===== config.mk =====
export PLATFORM = sky130hd
export DESIGN_NAME = iic_cfg_sequencer_flat
export DESIGN_NICKNAME = d
export VERILOG_FILES = /design/src/rtl/iic_cfg_sequencer_if.sv /design/src/rtl/iic_cfg_sequencer.sv /design/src/flat_wrapper.sv
export SDC_FILE = /design/constraint.sdc
export NUM_CORES = 1
export LEC_CHECK = 0
export ABC_AREA = 1
export BUFFER_PORTS_ARGS = -buffer_cell sky130_fd_sc_hd__buf_2
export CELL_PAD_IN_SITES_DETAIL_PLACEMENT = 0
export CELL_PAD_IN_SITES_GLOBAL_PLACEMENT = 2
export CORE_MARGIN = 2
export CORE_UTILIZATION = 30
export DETAILED_ROUTE_END_ITERATION = 10
export MAX_ROUTING_LAYER = met4
export PLACE_DENSITY = 0.81
export SLEW_MARGIN = 20
export SYNTH_ARGS = -nofsm -noshare
export SYNTH_HDL_FRONTEND = slang
export SYNTH_SLANG_ARGS = --single-unit
export TNS_END_PERCENT = 1

===== constraint.sdc =====
create_clock -name clk -period 1.9 [get_ports clk]
set_input_delay 0.38 -clock clk [delete_from_list [all_inputs] [get_ports clk]]
set_output_delay 0.38 -clock clk [all_outputs]
set_load 0.02 [all_outputs]

===== src/rtl/iic_cfg_sequencer_if.sv =====
// Byte-level I2C write engine bus: one (slave, reg, data) write per request.
// The sequencer is the master; the write engine is the slave.
interface iic_cfg_sequencer_if;
  logic       eng_req;
  logic [6:0] eng_slave;
  logic [7:0] eng_reg;
  logic [7:0] eng_data;
  logic       eng_done;
  logic       eng_nack;

  modport master (
    output eng_req, eng_slave, eng_reg, eng_data,
    input  eng_done, eng_nack
  );

  modport slave (
    input  eng_req, eng_slave, eng_reg, eng_data,
    output eng_done, eng_nack
  );
endinterface


===== src/rtl/iic_cfg_sequencer.sv =====
// Boot-time HDMI transmitter register programming over a shared I2C write
// engine, with a runtime write port, NACK retry, power-up settling delay and
// hot-plug triggered re-configuration.
//
// state     | meaning
// ----------+------------------------------------------------------------
// IDLE      | waiting for start or an hpd rising edge
// PWR_WAIT  | power-up settling count; hpd loss drops back to IDLE
// TBL_ISSUE | latch table entry at tbl_idx (eng_req low for this cycle)
// TBL_WAIT  | table write in flight, waiting for eng_done
// READY     | table written; runtime writes accepted here only
// USR_WAIT  | runtime write in flight, waiting for eng_done
// USR_RETRY | one-cycle eng_req gap before re-sending a NACKed runtime write
// FAIL      | table write exhausted its retries; cfg_err held
module iic_cfg_sequencer #(
  parameter int         NUM_ENTRIES  = 21,
  parameter logic [6:0] SLAVE_ADDR   = 7'h76,
  parameter int         PWRUP_CYCLES = 40000,
  parameter int         MAX_RETRY    = 3,
  parameter int         IDX_W        = 5
) (
  input  logic               clk,
  input  logic               rst_n,
  input  logic               start,
  input  logic               hpd,
  output logic [IDX_W-1:0]   tbl_idx,
  input  logic [7:0]         tbl_reg,
  input  logic [7:0]         tbl_data,
  input  logic               usr_req,
  input  logic [7:0]         usr_reg,
  input  logic [7:0]         usr_data,
  output logic               usr_gnt,
  output logic               usr_err,
  iic_cfg_sequencer_if.master eng,
  output logic               cfg_done,
  output logic               cfg_err
);

  localparam int CNT_W = (PWRUP_CYCLES > 1) ? $clog2(PWRUP_CYCLES) : 1;
  localparam int RTY_W = (MAX_RETRY > 0) ? $clog2(MAX_RETRY + 1) : 1;

  typedef enum logic [2:0] {
    IDLE, PWR_WAIT, TBL_ISSUE, TBL_WAIT, READY, USR_WAIT, USR_RETRY, FAIL
  } state_t;

  state_t state, state_nxt;

  logic             hpd_s1, hpd_s2, hpd_d;
  logic             hpd_rise, trig;
  logic [CNT_W-1:0] cnt;
  logic [RTY_W-1:0] retry;
  logic             pend;
  logic [7:0]       eng_reg_q, eng_data_q;

  logic restart, cnt_inc, ld_tbl, ld_usr, idx_inc;
  logic retry_inc, retry_clr, set_done, set_err, gnt_set, gnt_err, pend_set;

  logic cnt_tc, last_idx, retry_max;

  assign hpd_rise  = hpd_s2 & ~hpd_d;
  assign trig      = start | hpd_rise;
  assign cnt_tc    = (cnt == CNT_W'(PWRUP_CYCLES - 1));
  assign last_idx  = (tbl_idx == IDX_W'(NUM_ENTRIES - 1));
  assign retry_max = (retry == RTY_W'(MAX_RETRY));

  // The engine request is exactly "a write is in flight", so it follows state.
  assign eng.eng_req   = (state == TBL_WAIT) || (state == USR_WAIT);
  assign eng.eng_slave = SLAVE_ADDR;
  assign eng.eng_reg   = eng_reg_q;
  assign eng.eng_data  = eng_data_q;

  // hpd synchronizer plus a delay flop for rising-edge detection.
  always_ff @(posedge clk or negedge rst_n) begin
    if (!rst_n) begin
      hpd_s1 <= 1'b0;
      hpd_s2 <= 1'b0;
      hpd_d  <= 1'b0;
    end else begin
      hpd_s1 <= hpd;
      hpd_s2 <= hpd_s1;
      hpd_d  <= hpd_s2;
    end
  end

  // State register.
  always_ff @(posedge clk or negedge rst_n) begin
    if (!rst_n) state <= IDLE;
    else        state <= state_nxt;
  end

  // Next-state and datapath strobes. A trigger seen while a write is in
  // flight is only remembered; the restart happens once eng_done arrives and
  // that write's result is thrown away.
  always_comb begin
    state_nxt = state;
    restart   = 1'b0;
    cnt_inc   = 1'b0;
    ld_tbl    = 1'b0;
    ld_usr    = 1'b0;
    idx_inc   = 1'b0;
    retry_inc = 1'b0;
    retry_clr = 1'b0;
    set_done  = 1'b0;
    set_err   = 1'b0;
    gnt_set   = 1'b0;
    gnt_err   = 1'b0;
    pend_set  = 1'b0;
    case (state)
      IDLE: if (trig) restart = 1'b1;
      PWR_WAIT: begin
        if (trig)         restart = 1'b1;
        else if (!hpd_s2) state_nxt = IDLE;
        else if (cnt_tc)  state_nxt = TBL_ISSUE;
        else              cnt_inc = 1'b1;
      end
      TBL_ISSUE: begin
        if (trig) restart = 1'b1;
        else begin
          ld_tbl    = 1'b1;
          state_nxt = TBL_WAIT;
        end
      end
      TBL_WAIT: begin
        if (eng.eng_done) begin
          if (pend || trig) restart = 1'b1;
          else if (!eng.eng_nack) begin
            retry_clr = 1'b1;
            if (last_idx) begin
              set_done  = 1'b1;
              state_nxt = READY;
            end else begin
              idx_inc   = 1'b1;
              state_nxt = TBL_ISSUE;
            end
          end else if (!retry_max) begin
            retry_inc = 1'b1;
            state_nxt = TBL_ISSUE;
          end else begin
            retry_clr = 1'b1;
            set_err   = 1'b1;
            state_nxt = FAIL;
          end
        end else if (trig) begin
          pend_set = 1'b1;
        end
      end
      READY: begin
        // usr_gnt still high means the requester has not yet dropped usr_req
        // for the write just completed; do not take it again.
        if (trig) restart = 1'b1;
        else if (usr_req && !usr_gnt) begin
          ld_usr    = 1'b1;
          state_nxt = USR_WAIT;
        end
      end
      USR_WAIT: begin
        if (eng.eng_done) begin
          if (pend || trig) restart = 1'b1;
          else if (!eng.eng_nack || retry_max) begin
            gnt_set   = 1'b1;
            gnt_err   = eng.eng_nack;
            retry_clr = 1'b1;
            state_nxt = READY;
          end else begin
            retry_inc = 1'b1;
            state_nxt = USR_RETRY;
          end
        end else if (trig) begin
          pend_set = 1'b1;
        end
      end
      USR_RETRY: begin
        if (trig) restart = 1'b1;
        else      state_nxt = USR_WAIT;
      end
      FAIL: if (trig) restart = 1'b1;
      default: state_nxt = IDLE;
    endcase
    if (restart) state_nxt = PWR_WAIT;
  end

  // Counters, status flags and the held engine payload.
  always_ff @(posedge clk or negedge rst_n) begin
    if (!rst_n) begin
      cnt        <= '0;
      tbl_idx    <= '0;
      retry      <= '0;
      pend       <= 1'b0;
      cfg_done   <= 1'b0;
      cfg_err    <= 1'b0;
      usr_gnt    <= 1'b0;
      usr_err    <= 1'b0;
      eng_reg_q  <= 8'h00;
      eng_data_q <= 8'h00;
    end else begin
      if (restart) begin
        cnt      <= '0;
        tbl_idx  <= '0;
        retry    <= '0;
        pend     <= 1'b0;
        cfg_done <= 1'b0;
        cfg_err  <= 1'b0;
      end else begin
        if (cnt_inc)        cnt     <= cnt + 1'b1;
        if (idx_inc)        tbl_idx <= tbl_idx + 1'b1;
        if (retry_clr)      retry   <= '0;
        else if (retry_inc) retry   <= retry + 1'b1;
        if (pend_set)       pend     <= 1'b1;
        if (set_done)       cfg_done <= 1'b1;
        if (set_err)        cfg_err  <= 1'b1;
      end
      if (ld_tbl) begin
        eng_reg_q  <= tbl_reg;
        eng_data_q <= tbl_data;
      end else if (ld_usr) begin
        eng_reg_q  <= usr_reg;
        eng_data_q <= usr_data;
      end
      usr_gnt <= gnt_set;
      usr_err <= gnt_set & gnt_err;
    end
  end

endmodule

===== src/flat_wrapper.sv =====
// flat-port wrapper written by rule: the top's interface ports become plain ports
module iic_cfg_sequencer_flat 
#(
  parameter int         NUM_ENTRIES  = 21,
  parameter logic [6:0] SLAVE_ADDR   = 7'h76,
  parameter int         PWRUP_CYCLES = 40000,
  parameter int         MAX_RETRY    = 3,
  parameter int         IDX_W        = 5
)
  (clk, rst_n, start, hpd, tbl_idx, tbl_reg, tbl_data, usr_req, usr_reg, usr_data, usr_gnt, usr_err, cfg_done, cfg_err, eng_eng_req, eng_eng_slave, eng_eng_reg, eng_eng_data, eng_eng_done, eng_eng_nack);
  iic_cfg_sequencer_if eng_i ();
  input  logic clk;
  input  logic rst_n;
  input  logic start;
  input  logic hpd;
  output logic [IDX_W-1:0] tbl_idx;
  input  logic [7:0] tbl_reg;
  input  logic [7:0] tbl_data;
  input  logic usr_req;
  input  logic [7:0] usr_reg;
  input  logic [7:0] usr_data;
  output logic usr_gnt;
  output logic usr_err;
  output logic cfg_done;
  output logic cfg_err;
  output wire logic [$bits(eng_i.eng_req)-1:0] eng_eng_req;
  output wire logic [$bits(eng_i.eng_slave)-1:0] eng_eng_slave;
  output wire logic [$bits(eng_i.eng_reg)-1:0] eng_eng_reg;
  output wire logic [$bits(eng_i.eng_data)-1:0] eng_eng_data;
  input wire logic [$bits(eng_i.eng_done)-1:0] eng_eng_done;
  input wire logic [$bits(eng_i.eng_nack)-1:0] eng_eng_nack;
  assign eng_eng_req = eng_i.eng_req;
  assign eng_eng_slave = eng_i.eng_slave;
  assign eng_eng_reg = eng_i.eng_reg;
  assign eng_eng_data = eng_i.eng_data;
  assign eng_i.eng_done = eng_eng_done;
  assign eng_i.eng_nack = eng_eng_nack;
  iic_cfg_sequencer #(.NUM_ENTRIES(NUM_ENTRIES), .SLAVE_ADDR(SLAVE_ADDR), .PWRUP_CYCLES(PWRUP_CYCLES), .MAX_RETRY(MAX_RETRY), .IDX_W(IDX_W)) u_core (.clk(clk), .rst_n(rst_n), .start(start), .hpd(hpd), .tbl_idx(tbl_idx), .tbl_reg(tbl_reg), .tbl_data(tbl_data), .usr_req(usr_req), .usr_reg(usr_reg), .usr_data(usr_data), .usr_gnt(usr_gnt), .usr_err(usr_err), .eng(eng_i), .cfg_done(cfg_done), .cfg_err(cfg_err));
endmodule

# == After elaboration in Yosys (flattened, before gate mapping) ==
# Index checks and enable logic that the tools add are counted.
# classes
addsub,3
eq_ne,20
mux,84
n_bitwise,4
n_reduce_logical,18
# op_table
op,n
$mux W1,53
$mux W3,15
$mux W16,2
$mux W8,4
$pmux W3 S6,1
$add A16 B1 Y16 const B,1
$eq A16 B16 Y1 const B,1
$eq A3 B3 Y1 const B,4
$ne A3 B2 Y1 const B,4
$ne A3 B3 Y1 const B,4
$reduce_bool A2 Y1,6
$reduce_and A11 Y1,1
$mux W5,2
$mux W2,4
$reduce_bool A7 Y1,1
$eq A3 B2 Y1 const B,2
$pmux W1 S2,3
$reduce_or A6 Y1,1
$add A5 B1 Y5 const B,1
$eq A5 B5 Y1 const B,1
$ne A4 B4 Y1 const B,1
$eq A3 B1 Y1 const B,1
$logic_not A3 Y1,1
$logic_or A1 B1 Y1,3
other kinds (10),12
# totals
ff_bits,50
input_bits,39
output_inout_bits,33
elab_cells,143

# == Depth between registers and ports, before layout ==
# Gate-level depths: netlist of the first run.
# logic_depth
depth_word,10
depth_mapped,12
mapped_depth_nobuf,11

# == Least setup slack after synthesis of the first run ==
# Ideal clock, no wire load.
# synth_path
path_kind,reg2reg
start,register u_core.state[2]
end,register u_core.cnt[12]
setup_time_ns,0.118
arrival_time_ns,1.419
required_ns,1.782
setup_slack_ns,0.363
stages_incl_launch_ff,12
n_path_buf,3
period_less_slack_ns,1.537
cell_sequence,dfrtp_1 -> clkbuf_2 -> nor2_4 -> nand2_4 -> nand2_4 -> nand2_2 -> o21ai_2 -> o21ai_2 -> buf_6 -> buf_6 -> nand4_2 -> nand2_1
# synth_between
elab_chain_len,4
elab_cells_between_ends,14
cone_classes,eq/ne (7); mux (3); reduce/logical (4)
# synth_lines
item,line,source
start: declaration,iic_cfg_sequencer.sv:46,"state_t state, state_nxt;"
start signal: assignment,iic_cfg_sequencer.sv:88,else state <= state_nxt;
"$eq A3 B1 Y1, or another cell as far along",iic_cfg_sequencer.sv:108,case (state)
$reduce_or A6 Y1 (no source line) or $reduce_or A2 Y1 (tied branches),n/a,
$pmux W1 S2,iic_cfg_sequencer.sv:108,
$mux W16 or $reduce_bool A2 Y1 (tied branches),n/a,
end signal: assignment,iic_cfg_sequencer.sv:204,if (cnt_inc) cnt <= cnt + 1'b1;
end: declaration,iic_cfg_sequencer.sv:50,logic [CNT_W-1:0] cnt;
# Several ways; a longest one is shown, not always the timed one.
# A chain may end at the register's enable or synchronous reset.

# == Worst setup path after layout of the first run ==
# layout_path
start,register u_core.state[0]
end,register u_core.state[0]
# layout_between
elab_chain_len,5
elab_cells_between_ends,25
cone_classes,eq/ne (17); mux (3); reduce/logical (5)
# layout_lines
item,line
"$eq A3 B1 Y1, or another cell as far along",iic_cfg_sequencer.sv:108
$reduce_or A6 Y1 (no source line) or $reduce_or A2 Y1 (tied branches),n/a
$pmux W1 S2,iic_cfg_sequencer.sv:108
"$ne A4 B4 Y1 (no source line), or another cell as far along",n/a
$reduce_and A11 Y1 (no source line),n/a
# Several ways; a longest one is shown, not always the timed one.

==> run metrics, run 1 <==
antenna violations before repair=0; Vias/cell=4.40; met2 Usage GRT=between 20% and 30%; Placer Congestion=0.809; fillers=~1,000; Worst R2R Path Depth=10; busiest metal layer after global routing=met2; Sw Share=around 42%; Setup Fix Bufs, Post-CTS=0; routed len/inst=about 12 um; CTS tree=yes; n_diodes=0; Setup TNS=0 ps; post-synth cell types=34; total number of vias=roughly 2,600; asr flop ratio synth=100%; wirelength, routed=roughly 7 mm; outcome=finished clean; M3 GR Usage=between 2 and 2.5%; clk slew on worst S/H paths=approximately 110 ps; PD cells=~1100 mW/mm^2; GR Layer Usage met1=19.2%; CP Capture Type=flop; full die area=roughly 0.011 sq mm; RSZ-0062 raised after global routing=no; all-layer global routing usage=approximately 14%; area grow syn2layout=21.3%; sequential share of the synthesized area=42.2%; number of buffers added on ports=64; largest net degree at the start of global routing=33; Largest register FFs=16; first-pass GRT wire length=11.5 mm; Net Sw Power=1.60 mW; Crit Path Max Fanout=8; Starting Density=30.6%; H-Tree Depth=2; IO Pins=slightly above 70; EDFF count, synth=0; Placement Rows=36; Int Pwr=2.19 mW; Fmax=approximately 0.58 GHz; commonest non-fill, non-tap cells in the layout=nand2_1, buf_2, nor2_1; CTS sink cnt=50; sequential share of power=38.5%; Most used DFF post-synth=dfrtp_1; Final #Nets=about 500; GR Overflow Total=0; router iterations before antenna repair=4; Final Non-Filler Cells=600; mapped cell area=0.00297 sq mm; antenna-violating nets left=0; Seq cells post-synth=50; Syn Inst Count=roughly 400; Chip Height=roughly 100 um; fin crit share=between 90% and 100%; CTS Buf Count=5; Critical Path Source Type=flop; Core Region=approximately 0.0097 sq mm; Static Leak=roughly 1.9 nW; Syn Area/Cell=approximately 7.5 sq um; Final Critical Period=approximately 1700 ps; Setup CP Type=flop to flop; maximum clock path buffer count=2; Root Buffer=clkbuf_8; fin. max-slew vios=0; final hold vios=0; Die X=around 100 um; worst-skew pair later-pin latency=a little over 300 ps; Ys Warns=0; DP HPWL=between 5 and 6 mm; Comb pwr share=about two fifths; Iter 0 DRT Violations=about 140; DR DRC count=0; layout cell share with drive strength beyond 1=around a quarter; most common cell after layout, fill and taps aside=nand2_1; Clk pwr share=between 20% and 30%; Req. time, crit path=between 2000 and 2500 ps; Setup Viol. Count Final=0; Max Cap Violations=0; vias in the first global route=around 2,400; cell count after placement=about 600; crit path DAT=roughly 1900 ps; Worst Clk Skew=~11 ps; Hold Path Class=input pin to asynchronous set/reset pin; peak supply drop=roughly 420 uV
[synth_stat cells, types with 3 or more instances]
cell	number	area, sq um
buf_4	8	60.1
nor3_1	7	35.0
ha_1	4	50.1
a21oi_1	17	85.1
xor2_1	8	70.1
nand3_2	4	40.0
nand4_1	5	31.3
buf_2	6	30.0
dfrtp_1	50	1250
clkbuf_1	3	11.3
o21ai_0	26	130
nand4_2	5	62.6
nand3_1	36	180
nand2_1	89	334
inv_1	47	176
nor2_1	57	214
[final timing paths]
check                           startpoint  slack (ps)                      to
setup reg to reg           u_core.state[0]         180         u_core.state[0]
hold reg to reg              u_core.hpd_s1         370           u_core.hpd_s2
max in group asynchronous            rst_n        1310       u_core.tbl_idx[2]
min in group clk                       hpd         190           u_core.hpd_s1
hold / removal                       rst_n          10  u_core.eng.eng_data[1]
setup / recovery           u_core.state[0]         180         u_core.state[0]
[logic make-up after synthesis]
logic type                 count (synthesis)  synth area share (%)
DFF                                       50                  42.2
other                                      2                 0.253
AOI/OAI and AO/OA                         53                  10.2
and+or+nand+nor                          209                  32.2
xor gates and xnor gates                   9                  2.66
muxes                                      1                 0.380
adders and majority gates                  4                  1.69
buffers and inverters                     68                  10.4
[power by group through the flow]
stage	sequential (mW)	clock, mW	combinational (mW)
5_1_grt	1.49	0.856	1.75
3_5_place_dp	1.48	0	1.56
4_1_cts	1.46	0.818	1.56
2_1_floorplan	1.67	0	0.881
6_report	1.46	0.782	1.55
3_3_place_gp	1.47	0	1.57
[cell type report]
cell class                      instances  area [sq um]  area share [%]
Clock buffer                            5          68.8            1.91
Sequential cell                        50          1250            34.8
Tap cell                              133           166            4.63
Timing Repair Buffer                   78           450            12.5
Clock inverter                          3          45.0            1.25
Multi-Input combinational cell        283          1430            39.9
Inverter                               48           180            5.01
[critical path, stage by stage, from the launching register on]
cell	delay (ps)
dfrtp_1	500
inv_1	140
nand2_1	130
nand2_1	100
inv_1	60
nand2_1	60
nand3_1	70
nor2_1	260
nand2_1	150
nand2_1	80
nand3_1	60
[routing by layer]
| layer | up-vias | part of all wire, % |
|---|---|---|
| li1 | 1389 | - |
| met1 | 1171 | 51 |
| met2 | 75 | 43 |
| met3 | 4 | 5.8 |
| met4 | 0 | 0.86 |
| met5 | - | 0 |
[repair_timing]
action | in CTS | in global routing
hold buffers | 0 | 0
setup endpoints to repair | 0 | 5
resized for setup | 0 | 2
[metrics by stage]
| step | total power [mW] | hold slack, ps | utilization (%) | area (sq um) | setup WS [ps] |
|---|---|---|---|---|---|
| after floorplan | 2.55 | 84.4 | - | 2980 | 363 |
| after global placement | 3.03 | 336 | 35.9 | 3470 | 79.7 |
| after detailed placement | 3.04 | 343 | 35.9 | 3470 | 120 |
| after CTS | 3.84 | 27.4 | 37.0 | 3590 | 161 |
| after global routing | 4.09 | 51.2 | 37.1 | 3600 | 12.5 |
| final | 3.79 | 14.3 | 37.1 | 3600 | 183 |
Power figures use the tool's default switching activity.
==> run 2: changes to the inputs <==
==> constraint.sdc (replaced) <==
create_clock -name clk -period 1.58 [get_ports clk]
set_input_delay 0.316 -clock clk [delete_from_list [all_inputs] [get_ports clk]]
set_output_delay 0.316 -clock clk [all_outputs]
set_load 0.02 [all_outputs]
==> run 2 against run 1 <==
First-iteration DRC count is 54% lower. Via count grew 8.5%. Wire length increased by 4.9%. Sequential power increased by 20%. Cell count up 6.0%. Hold slack improved by 130 ps. Worst setup slack worse by 170 ps. Non-clock buffer count increased by 36. Largest cell class unchanged. Highest routed layer unchanged.
==> run metrics, run 2 (synthesis results as in run 1) <==
router iterations before antenna repair=4; peak supply drop=613 uV; CTS tree=yes; clk slew on worst S/H paths=about 100 ps; fin crit share=between 90 and 100%; Cell Area, Placed=between 0.003 and 0.004 sq mm; number of buffers added on ports=64; Placement Rows=36; Top Layer Used=met4; Static Leak=2.09 nW; Placer Congestion=roughly 0.8; layout cell share with drive strength beyond 1=between 30% and 40%; Core Region=a little under 0.01 sq mm; post-route design area=between 0.004 and 0.005 sq mm; GR Overflow Total=0; Req. time, crit path=between 1000 and 1500 ps; antenna violations before repair=0; CTS Buf Count=5; critical path's top delay family=flip-flops; CP Capture Type=output port; antenna-violating nets left=0; most common cell after layout, fill and taps aside=nand2_1; Chip Height=about 100 um; wirelength, routed=between 7 and 8 mm; largest net degree at the start of global routing=34; total number of vias=roughly 2,900; Setup CP Type=flop to output port; slowest CP cell=dfrtp_2; worst hold slack=about 150 ps; first-pass GRT wire length=around 12 mm; Crit Path Max Fanout=4; all-layer global routing usage=14.6%; Reg area=about 0.0013 sq mm; Die X=between 100 and 150 um; n_diodes=0; Vias/cell=between 4 and 5; crit-path max cell delay=470 ps; CP Cell Sequence=nor2_4 > nand2_4 > nand2_4 > buf_6 > buf_6; crit path DAT=around 1300 ps; met1 WL=approximately 3.6 mm; DP HPWL=5.48 mm; PD cells=roughly 1300 mW/mm^2; RSZ-0062 raised after global routing=yes; CTS sink cnt=50; final hold vios=0; fillers=1,021; routed len/inst=11.7 um; DR DRC count=0; fin. max-slew vios=0; area grow syn2layout=35.8%; cell count after placement=620; Final Critical Period=between 1500 and 2000 ps; metal2 WL=roughly 3.4 mm; Iter 0 DRT Violations=62; worst-skew pair later-pin latency=~310 ps; maximum clock path buffer count=2; Buffers & Inverters on Critical Path=2; Max Cap Violations=0; outcome=finished clean; vias in the first global route=about 2,600; commonest non-fill, non-tap cells in the layout=nand2_1, buf_2, nor2_1; H-Tree Depth=2; Root Buffer=clkbuf_8; Starting Density=a little under a third; Worst Clk Skew=12.1 ps; full die area=0.0107 sq mm; multi-input gate area in the final layout=between 0.001 and 0.0015 sq mm; Critical Path Source Type=flop; Fmax=about 0.64 GHz; Hold Path Class=input pin to flop; Final #Nets=~550; Final Non-Filler Cells=636; Met3 Wirelength=370 um; Setup Viol. Count Final=0; IO Pins=72; Largest register FFs=16
run 2: where the power goes:
part,switching (mW),internal [mW],total [mW]
clock,0.441,0.675,1.12
sequential,0.189,1.56,1.75
combinational,1.41,0.944,2.36
run 2: metrics by stage:
step                      TNS, ps  worst slack [ps]  power, mW  util [%]
after floorplan                 0              43.4       3.07         -
after global placement      -65.4             -45.8       3.87      38.3
after detailed placement     -187             -69.9       3.90      38.3
after CTS                   -12.2             -12.2       5.11      40.4
after global routing         -621             -76.1       5.60      41.6
final                           0              8.07       5.22      41.6
run 2: cell type report:
class | count | share of cell area [%]
inverters | 48 | 4.54
flip-flops and latches | 50 | 31.1
multi-input cells | 283 | 37.1
clock buffers | 6 | 2.05
clock inverters | 2 | 1.49
repair buffers | 114 | 19.5
well taps | 133 | 4.13
run 2: layer usage:
metal | vias up | global-route usage [%]
met5 | - | -
met4 | 0 | 4.76
met3 | 8 | 2.35
met2 | 63 | 23.7
met1 | 1320 | 18.6
li1 | 1473 | -
run 2: what timing repair did:
item                                    in CTS  in global routing
setup buffers                                3                  4
hold buffers                                 1                  0
endpoints found under the setup margin       7                 34
resized for setup                            8                 30
pin swaps                                    0                  2
hold endpoints to repair                    17                  0
cloned                                       0                  0
run 2: final timing paths:
kind | slack, ps | start | endpoint | cells past startpoint
hold reg to reg | 370 | u_core.hpd_s1 | u_core.hpd_s2 | 0
setup / recovery | 8 | u_core.state[2] | eng_eng_req | 5
hold / removal | 150 | hpd | u_core.hpd_s1 | 1
max in group asynchronous | 560 | rst_n | u_core.state[2] | 3
min in group asynchronous | 480 | rst_n | u_core.eng.eng_reg[0] | 2
setup reg to reg | 50 | u_core.state[2] | u_core.state[0] | 11
==> run 3: changes to the inputs <==
--- a/config.mk
+++ b/config.mk
@@ -14,6 +14,7 @@
 export DETAILED_ROUTE_END_ITERATION = 10
 export MAX_ROUTING_LAYER = met4
 export PLACE_DENSITY = 0.81
+export RECOVER_POWER = 50
 export SLEW_MARGIN = 20
 export SYNTH_ARGS = -nofsm -noshare
 export SYNTH_HDL_FRONTEND = slang
==> constraint.sdc (replaced) <==
create_clock -name clk -period 1.7 [get_ports clk]
set_input_delay 0.34 -clock clk [delete_from_list [all_inputs] [get_ports clk]]
set_output_delay 0.34 -clock clk [all_outputs]
set_load 0.02 [all_outputs]
==> run 3 against run 2 <==
Register-to-register slack better by 80 ps. Cell count shrank 2.7%. Sequential share of layout area grew 2.4 points. Worst setup slack better by 86 ps. Clock power is 35% lower. Core utilization shrank 2.9 points. Total power fell by 19%. Die area is the same. Via count down 5.1%. Critical endpoint unchanged. Largest power group unchanged. Highest routed layer unchanged.
==> run metrics, run 3 (synthesis results as in run 1) <==
outcome=finished clean; Core Region=0.00968 sq mm; Critical Path Source Type=flop; H-Tree Depth=2; Endpoint, Worst Hold=u_core.hpd_s1; Static Leak=1.92 nW; r2r startpoint=u_core.state[2]; Fmax=just over 0.6 GHz; most common cell after layout, fill and taps aside=nand2_1; reg2reg setup slack=130 ps; Hold Path Class=input pin to flop; hold_sp=hpd; Max Cap Violations=0; antenna-violating nets left=0; Die X=103 um; Largest register FFs=16; DR DRC count=0; fin crit share=between 90% and 100%; Setup Viol. Count Final=0; DP HPWL=around 5.2 mm; Iter 0 DRT Violations=around 120; Sw Share=between 40% and 50%; number of buffers added on ports=64; Placement Rows=36; router iterations before antenna repair=4; wirelength, routed=a little over 7 mm; CTS sink cnt=50; Clk pwr share=approximately 17%; worst-skew pair later-pin latency=~310 ps; Setup CP Type=flop to output port; Final #Nets=528; CTS tree=yes; maximum clock path buffer count=2; Reg area=0.00125 sq mm; CTS Buf Count=5; worst slew pin tran=between 1000 and 1500 ps; Cell Area, Placed=about 0.0036 sq mm; multi-input gate area in the final layout=around 0.0015 sq mm; commonest non-fill, non-tap cells in the layout=nand2_1, buf_2, nor2_1; n_diodes=0; total power=around 4.2 mW; total number of vias=around 2,700; Chip Height=between 100 and 150 um; all-layer global routing usage=about 14%; clk slew on worst S/H paths=100 ps; Worst R2R Path Depth=10; Net Sw Power=~1.8 mW; Final Critical Period=1610 ps; post-route design area=approximately 0.0037 sq mm; FF-to-FF End=u_core.tbl_idx[4]; final hold vios=0; Req. time, crit path=~1400 ps; RSZ-0062 raised after global routing=yes; Comb pwr share=44.3%; IO Pins=72; Vias/cell=4.39; area grow syn2layout=26.2%; Worst Clk Skew=7.55 ps; Placer Congestion=between 0.8 and 0.9; crit path DAT=~1300 ps; first-pass GRT wire length=between 10 and 15 mm; largest net degree at the start of global routing=roughly 50; full die area=0.0107 sq mm; peak supply drop=425 uV; vias in the first global route=about 2,600; fillers=roughly 1,000; Crit Path Max Fanout=8; Root Buffer=clkbuf_8; hold_buf cts=0; Slew HR=around 15%; Starting Density=a little under a third; PD cells=between 1000 and 1500 mW/mm^2; layout cell share with drive strength beyond 1=a little over a quarter; CP Capture Type=output port; Hold Crit Depth=1; Int Pwr=around 2.4 mW; antenna violations before repair=0; GR Overflow Total=0; sequential share of power=a little under two fifths; routed len/inst=around 12 um; fin. max-slew vios=0
run 3: metal layers:
layer	wire length [um]	vias to the layer above	global-route usage, %
met4	30	0	2.73
met3	421	4	2.22
li1	-	1429	-
met1	3580	1210	18.9
met5	0	-	-
met2	3190	75	23.3
run 3: repair_timing:
item / in CTS / in global routing
pin swaps: 0 / 2
setup buffers: 0 / 7
setup endpoints to repair: 1 / 23
gates cloned: 0 / 1
gates resized for setup: 1 / 13
run 3: through the flow:
stage | hold WS (ps) | setup slack, ps | util (%) | TNS (ps) | cells
2_1_floorplan | 44.4 | 163 | - | 0 | 401
3_3_place_gp | 357 | 41.4 | 36.8 | 0 | 603
3_5_place_dp | 360 | 0.288 | 36.8 | 0 | 603
4_1_cts | 21.8 | 36.7 | 37.8 | 0 | 611
5_1_grt | 130 | -36.1 | 38.6 | -77.2 | 619
6_report | 135 | 93.7 | 38.6 | 0 | 619
run 3: power by group through the flow:
stage | logic, mW | clock network (mW) | registers [mW]
after global routing | 2.10 | 0.815 | 1.67
after global placement | 1.84 | 0 | 1.64
final | 1.88 | 0.733 | 1.63
after detailed placement | 1.84 | 0 | 1.65
after floorplan | 0.985 | 0 | 1.87
after CTS | 1.84 | 0.776 | 1.62
run 3: layout make-up:
cell class / count / area share (%)
flip-flops and latches: 50 / 33.5
well taps: 133 / 4.45
clock inverters: 2 / 0.468
inverters: 48 / 4.81
repair buffers: 96 / 15.9
clock buffers: 6 / 1.94
multi-input cells: 284 / 39.0
run 3: worst max-delay path by stage:
stage | cells past startpoint | slack, ps | endpoint | startpoint
after detailed placement | 9 | 0.3 | u_core.tbl_idx[2] | u_core.hpd_s2
after CTS | 4 | 40 | eng_eng_req | u_core.state[2]
after global placement | 9 | 40 | u_core.tbl_idx[2] | start
final | 4 | 90 | eng_eng_req | u_core.state[2]
after global routing | 10 | -40 | u_core.cnt[10] | u_core.cnt[0]
after floorplan | 11 | 160 | u_core.cnt[12] | u_core.state[2]
run 3: critical path, stage by stage (launching register included):
cell	delay (ps)
dfrtp_2	480
nor2_4	150
nand2_4	70
nand2_4	80
buf_2	170
